$ cat config.mk
export PLATFORM = sky130hd
export DESIGN_NAME = present_key_sched
export DESIGN_NICKNAME = d
export VERILOG_FILES = /design/src/rtl/present_pkg.sv /design/src/rtl/present_sbox4.sv /design/src/rtl/present_key_sched.sv
export SDC_FILE = /design/constraint.sdc
export NUM_CORES = 1
export LEC_CHECK = 0
export ABC_CLOCK_PERIOD_IN_PS = 3800
export BUFFER_PORTS_ARGS = -buffer_cell sky130_fd_sc_hd__buf_4
export CORE_MARGIN = 5
export CORE_UTILIZATION = 54
export CTS_CLUSTER_DIAMETER = 100
export CTS_CLUSTER_SIZE = 25
export DETAILED_ROUTE_END_ITERATION = 8
export GPL_TIMING_DRIVEN = 0
export PLACE_DENSITY = 0.85
export SLEW_MARGIN = 15
export SYNTH_ARGS = -nofsm -noshare
export SYNTH_HDL_FRONTEND = slang
export SYNTH_SLANG_ARGS = --single-unit
$ cat constraint.sdc
create_clock -name clk -period 3.8 [get_ports clk]
set_clock_uncertainty 0.2 [all_clocks]
set_input_delay 0.19 -clock clk [delete_from_list [all_inputs] [get_ports clk]]
set_output_delay 0.19 -clock clk [all_outputs]
set_load 0.1 [all_outputs]
$ cat src/rtl/present_pkg.sv
// Shared PRESENT definitions: S-box table and lookup, schedule length, scheduler state encoding.
package present_pkg;

    localparam int unsigned NUM_KEYS = 32;

    // 16x4 S-box table packed as nibbles; nibble n holds S(n).
    localparam logic [63:0] SBOX_TABLE = 64'h2174_8FE3_DA09_B65C;

    typedef enum logic [0:0] {
        IDLE = 1'b0,
        RUN  = 1'b1
    } state_e;

    function automatic logic [3:0] sbox4(input logic [3:0] nib);
        return SBOX_TABLE[{nib, 2'b00} +: 4];
    endfunction

endpackage

$ cat src/rtl/present_sbox4.sv
// 4-bit combinational PRESENT S-box lookup built on the shared package table.
module present_sbox4
    import present_pkg::*;
(
    input  logic [3:0] nib_i,
    output logic [3:0] nib_o
);

    assign nib_o = sbox4(nib_i);

endmodule

$ cat src/rtl/present_key_sched.sv
// Iterative PRESENT-80/128 round-key generator: one 64-bit round key per valid/ready handshake,
// K1..K(NUM_ROUNDS+1), with a one-cycle done pulse after the final key is accepted.
module present_key_sched
    import present_pkg::*;
#(
    parameter int KEY_LEN    = 80,
    parameter int NUM_ROUNDS = 31
) (
    input  logic               clk,
    input  logic               rst_n,
    input  logic               key_load,
    input  logic [KEY_LEN-1:0] key_in,
    output logic               rk_valid,
    input  logic               rk_ready,
    output logic [63:0]        rk_data,
    output logic [5:0]         rk_idx,
    output logic               busy,
    output logic               done
);

    localparam logic [5:0] LAST_IDX = 6'(NUM_ROUNDS + 1);

    state_e             state_q, state_d;
    logic [KEY_LEN-1:0] key_q, key_d;
    logic [KEY_LEN-1:0] key_rot_s, key_upd_s;
    logic [5:0]         idx_q, idx_d;
    logic               valid_q, valid_d;
    logic               busy_q, busy_d;
    logic               done_q, done_d;

    // Rotate left by 61; the S-box and counter XOR then act on the rotated value.
    assign key_rot_s = {key_q[KEY_LEN-62:0], key_q[KEY_LEN-1:KEY_LEN-61]};

    generate
        if (KEY_LEN == 80) begin : g_k80
            logic [3:0] sb_hi_s;

            present_sbox4 u_sbox_hi (.nib_i(key_rot_s[79:76]), .nib_o(sb_hi_s));

            // 80-bit update: one S-box on the top nibble, counter into bits 19:15.
            always_comb begin
                key_upd_s        = key_rot_s;
                key_upd_s[79:76] = sb_hi_s;
                key_upd_s[19:15] = key_rot_s[19:15] ^ idx_q[4:0];
            end
        end else if (KEY_LEN == 128) begin : g_k128
            logic [3:0] sb_hi_s;
            logic [3:0] sb_lo_s;

            present_sbox4 u_sbox_hi (.nib_i(key_rot_s[127:124]), .nib_o(sb_hi_s));
            present_sbox4 u_sbox_lo (.nib_i(key_rot_s[123:120]), .nib_o(sb_lo_s));

            // 128-bit update: S-box on the top two nibbles, counter into bits 66:62.
            always_comb begin
                key_upd_s          = key_rot_s;
                key_upd_s[127:124] = sb_hi_s;
                key_upd_s[123:120] = sb_lo_s;
                key_upd_s[66:62]   = key_rot_s[66:62] ^ idx_q[4:0];
            end
        end else begin : g_bad_key_len
            $error("present_key_sched: KEY_LEN must be 80 or 128");
            assign key_upd_s = '0;
        end
    endgenerate

    // Next-state logic: a load always wins, otherwise advance on handshake while running.
    always_comb begin
        state_d = state_q;
        key_d   = key_q;
        idx_d   = idx_q;
        valid_d = valid_q;
        busy_d  = busy_q;
        done_d  = 1'b0;
        if (key_load) begin
            state_d = RUN;
            key_d   = key_in;
            idx_d   = 6'd1;
            valid_d = 1'b1;
            busy_d  = 1'b1;
        end else begin
            case (state_q)
                IDLE: begin
                    valid_d = 1'b0;
                    busy_d  = 1'b0;
                end
                RUN: begin
                    if (rk_ready) begin
                        if (idx_q == LAST_IDX) begin
                            state_d = IDLE;
                            idx_d   = 6'd0;
                            valid_d = 1'b0;
                            busy_d  = 1'b0;
                            done_d  = 1'b1;
                        end else begin
                            key_d = key_upd_s;
                            idx_d = idx_q + 6'd1;
                        end
                    end else begin
                        key_d = key_q;
                        idx_d = idx_q;
                    end
                end
                default: begin
                    state_d = IDLE;
                    idx_d   = 6'd0;
                    valid_d = 1'b0;
                    busy_d  = 1'b0;
                end
            endcase
        end
    end

    // State and output registers with synchronous active-low reset.
    always_ff @(posedge clk) begin
        if (!rst_n) begin
            state_q <= IDLE;
            key_q   <= '0;
            idx_q   <= 6'd0;
            valid_q <= 1'b0;
            busy_q  <= 1'b0;
            done_q  <= 1'b0;
        end else begin
            state_q <= state_d;
            key_q   <= key_d;
            idx_q   <= idx_d;
            valid_q <= valid_d;
            busy_q  <= busy_d;
            done_q  <= done_d;
        end
    end

    assign rk_valid = valid_q;
    assign rk_data  = key_q[KEY_LEN-1 -: 64];
    assign rk_idx   = idx_q;
    assign busy     = busy_q;
    assign done     = done_q;

endmodule
-- Word-level counts from Yosys, hierarchy flattened
Cells that the tools add are included.
W data, S select, Z words.
- $add $sub $neg: 1
- equality and inequality tests: 4
- shift-type cells: 1
- multiplexer cells: 17
- bitwise operators: 4
- reduce and logical (&&, ||, !) cells: 8
- operators with widths (operator ; number):
    $mux W80 ; 4
    $shiftx A64 B7 Y4 const A ; 1
    $mux W1 ; 11
    $add A6 B1 Y6 const B ; 1
    $eq A6 B6 Y1 const B ; 1
    $mux W6 ; 1
    $reduce_and A2 Y1 ; 3
    $xor A5 B5 Y5 ; 1
    $reduce_bool A2 Y1 ; 2
    $reduce_or A4 Y1 ; 1
    $ne A3 B2 Y1 const B ; 1
    $ne A3 B3 Y1 const B ; 1
    $not A1 Y1 ; 3
    $reduce_and A3 Y1 ; 1
    $ne A2 B2 Y1 const B ; 1
    $pmux W1 S2 ; 1
    $reduce_or A2 Y1 ; 1
- register bits: 89
- bits of input ports: 84
- output and inout bits: 73

-- Longest topological paths before layout
- word-level depth: 5
- mapped depth: 8
- depth with buffers taken out: 6

-- By module
From an unflattened synthesis, not the netlist that was laid out.
- cells, all modules: 705
- area, all modules: 5875.6 um2
- by module, submodules not included (module ; instances ; cells an instance ; area each (um2) ; sequential area each (um2)):
    present_key_sched ; 1 ; 687 ; 5690.5 ; 1781.7
    present_sbox4 ; 1 ; 18 ; 185.2 ; 0.0

-- Worst setup path before layout
No wires, ideal clock.
- path type: register -> register
- start: reg idx_q[0], in the netlist rk_idx[0]
- end: reg key_q[0]
- setup time: 74 ps
- arrival time: 2307 ps
- required time: 3526 ps
- slack: 1219 ps
- cell stages (with the launch flop): 8
- buffers on the path: 1
- period minus slack after synthesis: 2581 ps
- path through: dfxtp_1 -> inv_1 -> ha_1 -> nor2b_1 -> a21oi_4 -> clkbuf_1 -> nand2_1 -> a31oi_1
- cells in the longest elaborated chain, start to end: 3
- ends and longest elaborated chain (what ; line ; RTL):
    start, declared ; present_key_sched.sv:26 ; logic [5:0] idx_q, idx_d;
    start signal, assigned ; present_key_sched.sv:125 ; idx_q <= idx_d;
    $eq A6 B6 Y1 ; present_key_sched.sv:88 ; if (idx_q == LAST_IDX) begin
    $ne A2 B2 Y1 (no line) ; -- ;
    $reduce_and A3 Y1 (no line) ; -- ;
    end signal, assigned ; present_key_sched.sv:124 ; key_q <= key_d;
    end, declared ; present_key_sched.sv:24 ; logic [KEY_LEN-1:0] key_q, key_d;
No other way between the ends.
A chain may end at the register's enable or synchronous reset.

-- Final worst setup path
- start: reg idx_q[0], in the netlist rk_idx[0]
- end: reg key_q[21]
The elaborated chain is that of the path after synthesis.

==> metrics.md <==
| Metric | Value |
|---|---|
| Bufs on Longest Clock Path | 2 |
| First-pass DRT Iterations | 5 |
| Synthesis-to-finish area growth | 50.6% |
| Post-synthesis register bit count | 89 |
| Fin. max-slew vios | 0 |
| CP required | between 3 and 4 ns |
| Row cnt | 33 |
| Top post-synthesis cells by count | nand2_1 (153), dfxtp_1 (89), o21ai_0 (80) |
| RSZ-0062 raised after global routing | no |
| DR WL/cell | around 18 um |
| Post-synth cell types | 36 |
| TNS Setup | 0 ns |
| Total gr overflow | 0 |
| Syn Std Cell Area | between 0.004 and 0.005 mm2 |
| Vias in the first global route | 5224 |
| GRT Total Usage | 0.326 |
| DP HPWL | roughly 11000 um |
| Global route hottest layer | met2 |
| Initial Utilization | 0.550 |
| Cell taking the most area after synthesis | dfxtp_1 |
| WP data arrival | ~2.5 ns |
| Met1 GRT Util | 0.387 |
| Most common cell in the netlist | nand2_1 |
| Fmax achieved | 412 MHz |
| EDFF count, synth | 0 |
| Met2 global-route usage | 0.559 |
| Final hold viol count | 0 |
| Die area | between 0.01 and 0.015 mm2 |
| Mapped Nets | around 670 |
| Avg Inst Size Synth | between 7 and 8 um2 |
| FFs w/ async S/R, synth | 0 |
| Die width | around 100 um |
| Final setup vio count | 0 |
| Initial antenna violation count | 1 |
| CP Capture Type | flip-flop |
| Final WL | between 15000 and 20000 um |
| Antenna Violating Nets Remaining | 0 |
| Port bufs | 154 |
| Final total power | between 2 and 3 mW |
| Largest cells by area after synthesis | dfxtp_1 (40%), nand2_1 (13%), buf_4 (11%) |
| Final period util | 0.639 |
| Min cycle time layout | between 2 and 2.5 ns |
| Synth Instances | between 500 and 600 |
| DRT iter0 DRCs | 409 |
| TritonCTS clock tree | built |
| Synth Flop Type | dfxtp_1 |
| Hold Crit Class | in2reg |
| Max-slew headroom | 0.639 |
| Leak Pwr | 2.94 nW |
| Share of layout cells above drive strength 1 | 0.315 |
| Cell Count, Final, Fillers Out | around 930 |
| Peak VDD IR | about 0.27 mV |
| Inst Count DP | 834 |
| Via density | 5.62 |
| Post-route DRC | 0 |
| CORE AREA | between 0.008 and 0.009 mm2 |
| Post-synth top area share | 0.396 |
| Status | complete, no violations |
| Max-cap violations | 0 |
| CTS root buf | clkbuf_8 |
| TritonCTS buffer count | 9 |
| Final net count | about 910 |
| Chip Height | approximately 100 um |
| Routed vias | ~5200 |
| Least-Margin Pin Slew | around 0.54 ns |
| Routability cong. | 0.909 |
| Crit path launch type | flip-flop |
| Pin count of the biggest net entering global routing | 15 |
| Met3 Resource Use GR | 0.0503 |
| Seq/Total Area, Yosys | 0.396 |
| Clock latency on the worst-skew pair | between 0.3 and 0.4 ns |
| Post-CTS sizing | 0 |
| First-pass GRT wire length | between 20000 and 30000 um |
| Htree depth | 3 |
| YS warnings | 0 |
| Clock sink count | between 80 and 90 |
| Crit path max fanout | 10 |
| PD cells | between 300 and 400 mW/mm2 |
| Fillers | between 500 and 600 |
| CP Class | reg2reg |
| Reg clk slew, reported paths | 0.10 ns |
| I/O pin count | between 150 and 200 |
-- where the power goes --
| group | switching, mW | internal [mW] | leakage [nW] |
|---|---|---|---|
| Clock | 0.339 | 0.341 | 0.103 |
| Sequential | 0.0679 | 1.00 | 0.739 |
| Combinational | 0.626 | 0.320 | 2.10 |
| Total | 1.03 | 1.66 | 2.94 |
-- worst paths after layout --
| path | from | end | slack, ns | cells after the start |
|---|---|---|---|---|
| max | rk_idx[0] | key_q[21] | 1.37 | 7 |
| min | rk_ready | state_q | 0.01 | 3 |
| max reg2reg | rk_idx[0] | key_q[21] | 1.37 | 7 |
| min reg2reg | key_q[10] | key_q[10] | 0.28 | 2 |
-- metrics by stage --
step	setup WS [ns]	hold WS (ns)	instance area (um2)	util
floorplan	1.22	0.0985	4500	-
global placement	1.62	0.196	5780	0.708
detailed placement	1.56	0.191	5780	0.708
CTS	1.51	0.000707	6770	0.828
global route	1.24	0.00830	6770	0.829
finish	1.37	0.0133	6770	0.829
-- critical path, cell delays in order (launching register included) --
cell and delay, ns:
dfxtp_1 0.48, inv_1 0.07, ha_1 0.19, nor2b_1 0.20, a21oi_4 0.35, clkbuf_1 0.45, nand2_1 0.14, a31oi_1 0.25
-- repair_timing --
| item | CTS | global route |
|---|---|---|
| hold endpoints to repair | 78 | 0 |
| hold buffers | 78 | 0 |
| setup buffers | 0 | 0 |
-- sequential cells by signal, summed over array words and instances, names as in the netlist --
name and flops:
key_q 80, done 1, state_q 1, rk_idx 6, busy 1
-- placed cells by master (no fill, tap or decap), drive strengths merged, types with 4 or more instances in the layout --
| cell | count |
|---|---|
| buf | 237 |
| nand2 | 153 |
| dfxtp | 89 |
| o21ai | 80 |
| dlygate4sd3 | 78 |
| a31oi | 71 |
| clkbuf | 39 |
| nor2 | 8 |
| ha | 7 |
| xnor2 | 6 |
| nor3 | 6 |
| inv | 6 |
| a311oi | 5 |
| a21oi | 5 |
| a211oi | 4 |
| and2 | 4 |
-- routing by layer --
metal	part of all wire	vias up
met1	0.38	2414
li1	-	2402
met5	0	-
met3	0.083	84
met2	0.48	324
met4	0.055	0
-- area by class of cell --
class / instances / area, um2 / share of cell area
Multi-Input combinational cell: 370 / 1960 / 0.290
Timing Repair Buffer: 232 / 1940 / 0.286
Sequential cell: 89 / 1780 / 0.263
Buffer: 110 / 729 / 0.108
Clock buffer: 12 / 155 / 0.0229
Tap cell: 105 / 131 / 0.0194
Clock inverter: 4 / 51.3 / 0.00757
Inverter: 6 / 22.5 / 0.00332
Antenna cell: 1 / 2.50 / 0.000369
-- logic make-up (layout without fill, tap and decap cells) --
kind of cell,count (synthesis),count (layout),share of synthesized area
adder cells (fa/ha/maj),7,7,0.0195
multiplexers,4,4,0.0145
XOR/XNOR,8,8,0.0156
buffers and inverters,116,364,0.167
other,0,1,0
flip-flops,89,89,0.396
AO/OA/AOI/OAI,171,171,0.225
AND/OR/NAND/NOR,180,180,0.162
Power figures use the tool's default switching activity.
